$ cat config.mk
export PLATFORM = sky130hd
export DESIGN_NAME = bcd_onehot_decoder_pipe
export DESIGN_NICKNAME = d
export VERILOG_FILES = /design/src/rtl/decoder_pkg.sv /design/src/rtl/bcd_onehot_decoder_pipe_bcd2bin.sv /design/src/rtl/bcd_onehot_decoder_pipe.sv
export SDC_FILE = /design/constraint.sdc
export NUM_CORES = 1
export LEC_CHECK = 0
export BUFFER_PORTS_ARGS = -buffer_cell sky130_fd_sc_hd__buf_2
export CAP_MARGIN = 20
export CORE_MARGIN = 2
export CORE_UTILIZATION = 51
export DETAILED_ROUTE_END_ITERATION = 16
export GPL_TIMING_DRIVEN = 0
export PLACE_DENSITY = 0.88
export SYNTH_ARGS = -nofsm -noshare
export SYNTH_HDL_FRONTEND = slang
export SYNTH_SLANG_ARGS = --single-unit
$ cat constraint.sdc
create_clock -name clk -period 2.8 [get_ports clk]
set_input_delay 0 -clock clk [delete_from_list [all_inputs] [get_ports clk]]
set_output_delay 0 -clock clk [all_outputs]
set_load 0.03 [all_outputs]
$ cat src/rtl/decoder_pkg.sv
// Shared constants and bundles for the BCD one-hot decoder slice.
// Holds the BCD digit limit, index width, default prefix and S1 bundle.
package decoder_pkg;

  localparam int BCD_MAX = 9;
  localparam int IDX_W   = 7;

  localparam logic [7:0] DEF_PREFIX = 8'h01;

  typedef struct packed {
    logic             ok;
    logic [IDX_W-1:0] idx;
  } s1_t;

endpackage

$ cat src/rtl/bcd_onehot_decoder_pipe_bcd2bin.sv
// bcd2bin: combinational two-digit BCD to 7-bit binary converter.
// Ports: tens/units (BCD digits) in; bin (tens*10+units), digit_ok out.
module bcd2bin
  import decoder_pkg::*;
(
  input  logic [3:0]       tens,
  input  logic [3:0]       units,
  output logic [IDX_W-1:0] bin,
  output logic             digit_ok
);

  localparam logic [3:0] LIM = 4'(BCD_MAX);

  assign digit_ok = (tens <= LIM) && (units <= LIM);

  // tens*10 as tens*8 + tens*2; only meaningful when digit_ok
  assign bin = {tens, 3'b000}
             + {2'b00, tens, 1'b0}
             + {3'b000, units};

endmodule

$ cat src/rtl/bcd_onehot_decoder_pipe.sv
// Two-stage pipelined prefixed-BCD to one-hot decoder with error count.
// Ports: clk, reset (sync, high); in_valid/in_ready/d input handshake;
// out_valid/out_ready/q/err output handshake; err_cnt saturating count.
module bcd_onehot_decoder_pipe
  import decoder_pkg::*;
#(
  parameter logic [7:0] PREFIX  = DEF_PREFIX,
  parameter int         N_CODES = 23,
  parameter int         CNT_W   = 8
) (
  input  logic               clk,
  input  logic               reset,
  input  logic               in_valid,
  output logic               in_ready,
  input  logic [15:0]        d,
  output logic               out_valid,
  input  logic               out_ready,
  output logic [N_CODES-1:0] q,
  output logic               err,
  output logic [CNT_W-1:0]   err_cnt
);

  localparam logic [IDX_W-1:0] NC_LIM =
    IDX_W'(N_CODES);

  logic             s1_valid;
  s1_t              s1;
  logic             s1_adv;
  logic [IDX_W-1:0] bin;
  logic             digit_ok;
  logic             code_ok;
  logic             in_acc;
  logic [N_CODES-1:0] q_nx;

  bcd2bin u_b2b (
    .tens     (d[7:4]),
    .units    (d[3:0]),
    .bin      (bin),
    .digit_ok (digit_ok)
  );

  assign code_ok = (d[15:8] == PREFIX)
                && digit_ok
                && (bin < NC_LIM);

  assign s1_adv   = !out_valid || out_ready;
  assign in_ready = !s1_valid || s1_adv;
  assign in_acc   = in_valid && in_ready;

  always_comb begin
    q_nx = '0;
    for (int i = 0; i < N_CODES; i++) begin
      if (s1.ok && (s1.idx == IDX_W'(i)))
        q_nx[i] = 1'b1;
    end
  end

  always_ff @(posedge clk) begin
    if (reset) begin
      s1_valid  <= 1'b0;
      s1        <= '0;
      out_valid <= 1'b0;
      q         <= '0;
      err       <= 1'b0;
      err_cnt   <= '0;
    end else begin
      if (in_ready) begin
        s1_valid <= in_valid;
        if (in_valid) begin
          s1.ok  <= code_ok;
          s1.idx <= bin;
        end
      end
      if (s1_adv) begin
        out_valid <= s1_valid;
        if (s1_valid) begin
          q   <= q_nx;
          err <= !s1.ok;
        end
      end
      // count at accept so stalled codes are never double counted
      if (in_acc && !code_ok && (err_cnt != '1))
        err_cnt <= err_cnt + 1'b1;
    end
  end

endmodule

# [Yosys cells after proc, flatten, opt, wreduce, memory -nomap -nowiden]
# Cells that the tools add are included.
[totals] ff_bits=42 inputBits=20 out_inout_bits=34 wordCells=98
[op_classes] addsub=3 n_lt_le_gt_ge=3 eq_ne=24 n_mux=23 reduce_logical=38
[op_table] cell="equality test 7 x 4 -> 1 bit, second input constant" count=8
[op_table] cell="equality test 7 x 5 -> 1 bit, second input constant" count=7
[op_table] cell="logical AND 1 bit" count=29
[op_table] cell="equality test 7 x 3 -> 1 bit, second input constant" count=4
[op_table] cell="2-to-1 mux 1 bit" count=23
[op_table] cell="equality test 7 x 2 -> 1 bit, second input constant" count=2
[op_table] cell="adder 8 x 1 -> 8 bit, second input constant" count=1
[op_table] cell="equality test 8 x 1 -> 1 bit, second input constant" count=1
[op_table] cell="<= comparator 4 bit, second input constant" count=2
[op_table] cell="inequality test 8 bit, second input constant" count=1
[op_table] cell="adder 7 x 4 -> 7 bit" count=1
[op_table] cell="adder 7 x 5 -> 7 bit" count=1
[op_table] cell="equality test 7 x 1 -> 1 bit, second input constant" count=1
[op_table] cell="zero test 7 bit" count=1
[op_table] cell="less-than comparator 7 x 5 -> 1 bit, second input constant" count=1
[op_table] cell="zero test 1 bit" count=4
[op_table] cell="AND reduction 2 bit" count=2
[op_table] cell="logical OR 1 bit" count=2

# [Depth between registers and ports, before layout]
# Gate-level depths: netlist of the first run.
[depth] word_depth=7 mapped_depth=11 depth_no_buf=10

# [Cells and area by module]
# From an unflattened synthesis of the first run, not the netlist that was laid out.
[hier_totals] hier_cells=216 hier_area_um2=1993.2
[by_module_without_submodules] module="bcd_onehot_decoder_pipe" n_inst=1 cells_per_inst=196 area_per_inst_um2=1786.7 seq_area_each_um2=840.8
[by_module_without_submodules] module="bcd2bin" n_inst=1 cells_per_inst=20 area_per_inst_um2=206.4 seq_area_each_um2=0.0

# [Least setup slack after synthesis of the first run]
# Ideal clock, no wire load.
[synth_path] path_kind="in2reg" startpoint="input port d[3]" endpoint="register err_cnt[2]" setup_time_ps=70 arrival_time_ps=2401 required_time_ps=2730 path_slack_ps=329 cell_stages=10 path_buffers=1 cell_sequence="fa_1 inv_1 fa_1 nand2b_1 a21oi_1 xor2_1 o21ai_2 buf_6 or3_2 a21oi_1"
[synth_via] elab_chain_cells=7
[synth_rtl] element="start: declaration" line_no="bcd_onehot_decoder_pipe.sv:15" text="input logic [15:0] d,"
[synth_rtl] element="branches (longest 3 deep; another with adder 7 x 4 -> 7 bit)"
[synth_rtl] element="logical AND 1 bit *" line_no="bcd_onehot_decoder_pipe.sv:44" text="&& (bin < NC_LIM);"
[synth_rtl] element="zero test 1 bit *" line_no="bcd_onehot_decoder_pipe.sv:82" text="if (in_acc && !code_ok && (err_cnt != '1))"
[synth_rtl] element="logical AND 1 bit * (2 in a row)" line_no="bcd_onehot_decoder_pipe.sv:82"
[synth_rtl] element="end signal: assignment" line_no="bcd_onehot_decoder_pipe.sv:83" text="err_cnt <= err_cnt + 1'b1;"
[synth_rtl] element="end: declaration" line_no="bcd_onehot_decoder_pipe.sv:20" text="output logic [CNT_W-1:0] err_cnt"
# Mark *: on every way between the ends.
# A chain may end at the register's enable or synchronous reset.

# [Worst setup path after layout of the first run]
# Ends and elaborated chain as after synthesis.

==> impl_summary.txt, run 1 <==
----------------------------------------------------
[Outcome]
  Status ... complete, no violations

[Placed design]
  Number of port buffers ... 52
  Gp weighted congestion ... 0.811
  Dpl hpwl ... 3.32 mm
  Instance count after placement with tap cells included ... 325

[STA]
  Achievable clock frequency ... 396 MHz
  Worst Max-Slew Pin Slew ... 0.476 ns
  Final sum of negative setup slack ... 0 ns
  Number of max-slew violations in the final report ... 0
  Period minus WS final ... 2.52 ns
  Worst setup skew after layout ... 0.00476 ns
  Share of the clock period used by the worst path after layout ... 90.1%
  Slew HR ... 68.0%
  Count of final setup violators ... 0
  Setup repair after global routing missed its margin ... no
  Endpoints failing hold ... 0

[Global routing]
  Remaining Overflow, GRT ... 0
  Initial antenna violation count ... 0
  Global-route wire length before repair ... 7.45 mm
  Largest net degree at the start of global routing ... 14
  Via count of the first global-routing pass ... 1776
  Aggregate global-route resource usage ... 22.4%

[Logic synthesis]
  Syn. warnings ... 0
  Part of the Yosys area used for sequential elements ... 43.6%
  Flops & latches, synth ... 42
  Count of flip-flops with a built-in enable after synthesis ... 0
  Mapped Cells ... 225
  Net count after synthesis ... 255
  Proportion of synthesized flip-flops having asynchronous set or reset ... 0%
  Distinct cell type count of the synthesized netlist ... 41
  Synthesized area ... 1930 um^2
  Mean instance size in the synthesized netlist ... 8.57 um^2
  Prevailing post-synth register cell ... sky130_fd_sc_hd__dfxtp_1

[Floorplan]
  Number of top-level design ports ... 54
  Floorplan core area ... 3660 um^2
  Starting density of the core ... 52.7%
  Chip Width ... 65.5 um
  Total Die Area ... 4290 um^2
  Rows ... 22
  Die extent in y ... 65.5 um

[Finish]
  Fraction of final layout cells sized beyond drive strength 1 ... 25.1%
  Count of non-filler cells in the finished layout ... 335
  Ant diodes ... 0
  Net count reported at finish ... 316
  Fill cell count ... 324
  Area growth syn-to-layout ... 22.1%

[Clock network]
  Number of instances resized during post-cts repair ... 0
  Number of levels in the clock H-tree ... 2
  CTS root buffer ... sky130_fd_sc_hd__clkbuf_8
  Register clock-pin slew on the reported worst setup and hold paths ... 0.08 ns
  Clock sink total ... 42
  Maximum buffer depth of the clock tree ... 2
  Total CTS buffers ... 5
  Latest clock arrival within the worst-skew pair ... 0.30 ns
  Post-CTS setup buffer count ... 0
  Clock tree from TritonCTS ... yes
  Number of buffers inserted for hold repair after clock tree synthesis ... 2

[Critical path]
  CP Class ... input port to flip-flop
  Number of cell instances on the worst register-to-register path ... 5
  R2R Path Start ... s1[7]
  Maximum fanout encountered on the critical timing path ... 10
  Startpoint kind of the worst setup timing path ... input port
  Critical Path RT ... 3.03 ns
  Standard cell with the maximum stage delay on the critical path ... sky130_fd_sc_hd__fa_1
  CP max stage delay ... 0.55 ns
  Data arrival at the endpoint of the critical path ... 2.75 ns
  Register-to-register setup slack ... 0.83 ns
  Worst-path cell chain ... buf_2 -> fa_1 -> inv_1 -> fa_1 -> nand2b_1 -> a21oi_1 -> xor2_1 -> o21ai_2 -> buf_6 -> or3_2 -> a21oi_1
  Critical Path End Type ... flip-flop
  Crit Reg-Reg Endpoint ... q[12]

[Power]
  Leak pwr ... 1.03 nW
  Worst VDD drop ... 0.000242 V
  Power per unit of standard cell area ... 497 nW/um^2

[Hold path]
  Count of cells along the worst hold path ... 4
  Terminating pin of the worst hold path ... out_valid
  Worst min-delay path startpoint ... out_ready
  Min-delay worst type ... input port to flip-flop

[Detailed routing]
  DR vias/cell ... 5.40
  DR iter-0 viols ... 70
  Total length of routed wires ... 4.39 mm
  Post-detailed-route DRC marker count ... 0
  Initial DRT Pass Iterations ... 4
  Post-route ant nets ... 0
  Vias after detailed routing ... 1808
  Average routed wire per standard cell ... 13.1 um

[Run]
  Max-capacitance violation count ... 0

----------------------------------------------------
## final cells by class
class                   count  area, um^2  share of cell area, %
plain buffers              11        48.8                   2.07
clock buffers               6        72.6                   3.08
clock inverters             2        13.8                  0.584
inverters                   7        26.3                   1.12
multi-input cells         165        1010                   43.0
flip-flops and latches     42         841                   35.7
well taps                  48        60.1                   2.55
repair buffers             54         280                   11.9
## kinds of logic after synthesis
group	share of synthesized area (%)
xor gates and xnor gates	1.36
muxes	1.56
DFF	43.6
and+or+nand+nor	24.1
adders and majority gates	7.26
buffers and inverters	3.89
AOI/OAI and AO/OA	18.3
## state kept, by name, summed over array words and instances, names as in the netlist
register,flops
q,23
err_cnt,8
s1,8
err,1
out_valid,1
s1_valid,1
## Yosys cell counts (all sizes together), types with 2 or more instances
master / n / area, um^2
a21oi: 16 / 80.1
a22oi: 19 / 143
a32oi: 4 / 35.0
and3: 5 / 32.5
buf: 2 / 15.0
clkbuf: 9 / 33.8
dfxtp: 42 / 841
fa: 2 / 40.0
ha: 8 / 100
inv: 7 / 26.3
mux2: 2 / 30.0
nand2: 15 / 56.3
nand2b: 4 / 25.0
nand3: 6 / 30.0
nand3b: 2 / 15.0
nor2: 46 / 178
nor2b: 4 / 25.0
nor3: 2 / 10.0
nor3b: 2 / 15.0
nor4: 2 / 12.5
o21ai: 7 / 38.8
or3: 4 / 28.8
xnor2: 2 / 17.5
## worst max path at each step
stage                     cells past startpoint         end  slack [ns]  start
after floorplan                              10  err_cnt[2]        0.33   d[3]
after global placement                       11  err_cnt[2]        0.09   d[3]
after detailed placement                     11  err_cnt[2]        0.02   d[3]
after CTS                                    11  err_cnt[2]        0.30   d[3]
after global routing                         11  err_cnt[2]        0.14   d[3]
final                                        11  err_cnt[2]        0.28   d[3]
## power by group
part | switching (mW) | internal (mW) | leakage [nW]
Clock | 0.208 | 0.176 | 0.0452
Sequential | 0.0174 | 0.611 | 0.341
Combinational | 0.0978 | 0.0602 | 0.645
Total | 0.323 | 0.847 | 1.03
## metrics by stage
| stage | power [mW] | util [%] | setup WS [ns] | hold slack, ns | area, um^2 |
|---|---|---|---|---|---|
| final | 1.17 | 64.4 | 0.278 | 0.0186 | 2360 |
| after global routing | 1.21 | 64.4 | 0.138 | 0.0825 | 2360 |
| after CTS | 1.17 | 64.4 | 0.296 | 0.0236 | 2360 |
| after detailed placement | 0.796 | 61.4 | 0.0187 | 0.271 | 2250 |
| after global placement | 0.789 | 61.4 | 0.0868 | 0.265 | 2250 |
| after floorplan | 0.746 | - | 0.329 | 0.129 | 1930 |
## routing by layer
layer  GRT usage (%)  up-vias  share of wire, %
met3            3.94        9               5.6
met1            26.4      825                45
met4            11.5        0               2.3
li1                -      920                 -
met2            38.9       54                48
met5               0        -                 0
## critical path: cells and delay by family
kind,cells,cell delay (ns)
AND/OR/NAND/NOR,2,0.57
XOR/XNOR,1,0.33
AO/OA/AOI/OAI,3,0.50
adder cells (fa/ha/maj),2,1.01
buffers and inverters,3,0.33
## placed cells by master (no fill, tap or decap), drive strengths merged, types with 4 or more instances in the layout
cell	netlist	layout
nand3	6	6
a22oi	19	19
a32oi	4	4
buf	2	54
inv	7	7
nand2b	4	4
dfxtp	42	42
or3	4	4
o21ai	7	7
clkbuf	9	15
and3	5	5
nor2	46	46
nor2b	4	4
ha	8	8
a21oi	16	16
nand2	15	15
Note: power is estimated with default switching activity, not from simulation.
==> run 2: changes to the inputs <==
==> constraint.sdc (replaced) <==
create_clock -name clk -period 2.4 [get_ports clk]
set_input_delay 0.24 -clock clk [delete_from_list [all_inputs] [get_ports clk]]
set_output_delay 0.24 -clock clk [all_outputs]
set_load 0.03 [all_outputs]
==> run 2 against run 1 <==
The flow now finishes with violations (setup timing). Routed wire length grew 6.6%. Combinational power grew 54%. Critical path depth shrank 1. Largest cell class unchanged. Cell count grew 1.2%. Clock power grew 44%. Count of clock-buffer cells in the layout is the same. First-iteration DRC count grew 87%. Non-clock buffer count grew 4.
==> impl_summary.txt, run 2 (same netlist as run 1, synthesis figures left out) <==
----------------------------------------------------
[Critical path]
  CP most frequent cell ... sky130_fd_sc_hd__buf_6
  Standard cell with the maximum stage delay on the critical path ... sky130_fd_sc_hd__fa_2
  R2R Path Start ... s1[7]
  Critical Path RT ... 2.58 ns (-0.45 ns)
  Critical Path End Type ... flip-flop
  Worst-path cell chain ... buf_6 -> fa_2 -> ha_4 -> and3_4 -> or3_4 -> a221o_1 -> o21ai_2 -> buf_6 -> nor2_4 -> mux2_4
  Buffers & Inverters on Critical Path ... 2 (-1)
  Maximum fanout encountered on the critical timing path ... 5 (-5)
  Data arrival at the endpoint of the critical path ... 2.70 ns (-0.05 ns)
  Startpoint kind of the worst setup timing path ... input port
  Start point of the critical path ... d[4]
  Cell class contributing the biggest share of worst-path delay ... adder cells
  CP max stage delay ... 0.60 ns (+0.05 ns)
  CP Class ... input port to flip-flop

[STA]
  Slew HR ... 60.9% (-7.1 points)
  Worst Max-Slew Pin Slew ... 0.587 ns (+0.110 ns)
  Count of final setup violators ... 6 (+6)
  PnR worst setup slack ... -0.113 ns (-0.390 ns)
  Share of the clock period used by the worst path after layout ... 105%
  Number of max-slew violations in the final report ... 0 (unchanged)
  Achievable clock frequency ... 398 MHz
  Worst setup skew after layout ... 0.00366 ns (-0.00110 ns)
  Endpoints failing hold ... 0 (unchanged)
  Period minus WS final ... 2.51 ns
  Setup repair after global routing missed its margin ... yes

[Floorplan]
  Total Die Area ... 4290 um^2 (unchanged)
  Rows ... 22 (unchanged)
  Floorplan core area ... 3660 um^2 (unchanged)
  Number of top-level design ports ... 54 (unchanged)
  Die extent in y ... 65.5 um (unchanged)
  Starting density of the core ... 52.7% (unchanged)
  Chip Width ... 65.5 um (unchanged)

[Detailed routing]
  Post-detailed-route DRC marker count ... 0 (unchanged)
  DR vias/cell ... 5.50 (+2.0%)
  Post-route ant nets ... 0 (unchanged)
  Initial DRT Pass Iterations ... 4 (unchanged)
  Average routed wire per standard cell ... 13.8 um (+5.4%)
  Total length of routed wires ... 4.68 mm (+6.6%)
  Vias after detailed routing ... 1866 (+3.2%)
  DR iter-0 viols ... 131 (+87%)

[Global routing]
  Global-route wire length before repair ... 7.71 mm (+3.5%)
  Largest net degree at the start of global routing ... 14 (unchanged)
  Via count of the first global-routing pass ... 1768 (-0.45%)
  Aggregate global-route resource usage ... 23.0% (+0.55 points)
  Remaining Overflow, GRT ... 0 (unchanged)
  Initial antenna violation count ... 0 (unchanged)

[Hold path]
  Worst min-delay path startpoint ... in_valid
  Min-delay worst type ... input port to flip-flop

[Clock network]
  Total CTS buffers ... 5 (unchanged)
  CTS root buffer ... sky130_fd_sc_hd__clkbuf_8
  Clock sink total ... 42 (unchanged)
  Number of buffers inserted for hold repair after clock tree synthesis ... 0 (-2)
  Number of levels in the clock H-tree ... 2 (unchanged)
  Latest clock arrival within the worst-skew pair ... 0.29 ns (about the same)
  Register clock-pin slew on the reported worst setup and hold paths ... 0.08 ns (about the same)
  Clock tree from TritonCTS ... yes
  Maximum buffer depth of the clock tree ... 2 (unchanged)

[Power]
  Power per unit of standard cell area ... 600 nW/um^2 (+21%)
  Worst VDD drop ... 0.000310 V (+28%)
  Pwr Total ... 1.53 mW (+31%)
  Leak pwr ... 1.08 nW (+4.6%)

[Finish]
  Ant diodes ... 0 (unchanged)
  Highest-count cells in the layout ignoring fill and taps ... 51 x sky130_fd_sc_hd__buf_2, 44 x sky130_fd_sc_hd__nor2_1, 42 x sky130_fd_sc_hd__dfxtp_1
  Area growth syn-to-layout ... 31.9%
  Fill cell count ... 300 (-7.4%)
  Biggest regs ... q: 23 flops, err_cnt: 8 flops, s1: 8 flops
  Area used by multi-input combinational logic ... 1140 um^2 (+13%)
  Top reg by flops ... q
  Fraction of final layout cells sized beyond drive strength 1 ... 33.7% (+8.6 points)
  Reg area ... 841 um^2 (unchanged)
  Flip-flop count of the largest register after layout ... 23 (unchanged)
  Net count reported at finish ... 320 (+1.3%)
  Most frequent standard cell in the layout excluding fill and tap cells ... sky130_fd_sc_hd__buf_2

[Placed design]
  Setup Slack @ Placement ... -0.378 ns (-0.397 ns)
  Dpl hpwl ... 3.28 mm (-1.2%)
  Gp weighted congestion ... 0.778 (-4.1%)
  Number of port buffers ... 52 (unchanged)

[Outcome]
  Status ... complete, but fails checks
  Violations in the final reports ... setup timing

[Run]
  Max-capacitance violation count ... 0 (unchanged)

----------------------------------------------------
run 2: cell types whose count changed in the layout (fill, tap and decap cells not counted), moves of 3 or more:
cell and change:
sky130_fd_sc_hd__a21oi_1 -6, sky130_fd_sc_hd__a21oi_2 +5, sky130_fd_sc_hd__buf_4 +5, sky130_fd_sc_hd__or3_4 +3
run 2: stage by stage:
step | instance area, um^2 | std cells | util (%) | hold slack (ns) | TNS (ns)
floorplan | 1970 | 225 | - | 0.369 | -0.403
global placement | 2290 | 325 | 62.6 | 0.464 | -2.07
detailed placement | 2290 | 325 | 62.6 | 0.469 | -2.43
CTS | 2450 | 337 | 66.9 | 0.205 | -0.156
global route | 2540 | 339 | 69.5 | 0.235 | -0.744
finish | 2540 | 339 | 69.5 | 0.207 | -0.387
run 2: tightest hold or removal path: cells and delay by family:
| family | cells | cell delay, ns |
|---|---|---|
| AO/OA/AOI/OAI | 1 | 0.05 |
| buffers and inverters | 2 | 0.16 |
run 2: layout make-up:
type	count	area share (%)
Buffer	11	1.92
Clock buffer	6	2.85
Clock inverter	2	1.47
Inverter	7	1.03
Multi-Input combinational cell	165	44.9
Sequential cell	42	33.0
Tap cell	48	2.36
Timing Repair Buffer	58	12.4
run 2: power by group:
part           internal [mW]  leakage, nW  switching, mW
combinational          0.102        0.686          0.141
clock                  0.310       0.0514          0.242
sequential             0.713        0.341         0.0196
total                   1.13         1.08          0.402
run 2: final timing paths:
| check | end | slack (ns) | depth (start not counted) |
|---|---|---|---|
| setup / recovery | err_cnt[5] | -0.11 | 10 |
| hold / removal | s1_valid | 0.21 | 3 |
| setup reg to reg | q[12] | 0.43 | 5 |
| hold reg to reg | s1[4] | 0.49 | 2 |
run 2: layer usage:
metal  track usage (%)  wire length [um]
met5                 0                 0
met4              7.55                61
met3              4.11               239
met2              39.0              2290
met1              29.5              2090
run 2: repair_timing:
| item | 4_1_cts | 5_1_grt |
|---|---|---|
| setup buffers | 3 | 2 |
| hold endpoints to repair | 0 | 0 |
| resized for setup | 4 | 19 |
| pin swaps | 6 | 13 |
| endpoints found under the setup margin | 4 | 9 |
| gates cloned | 1 | 0 |
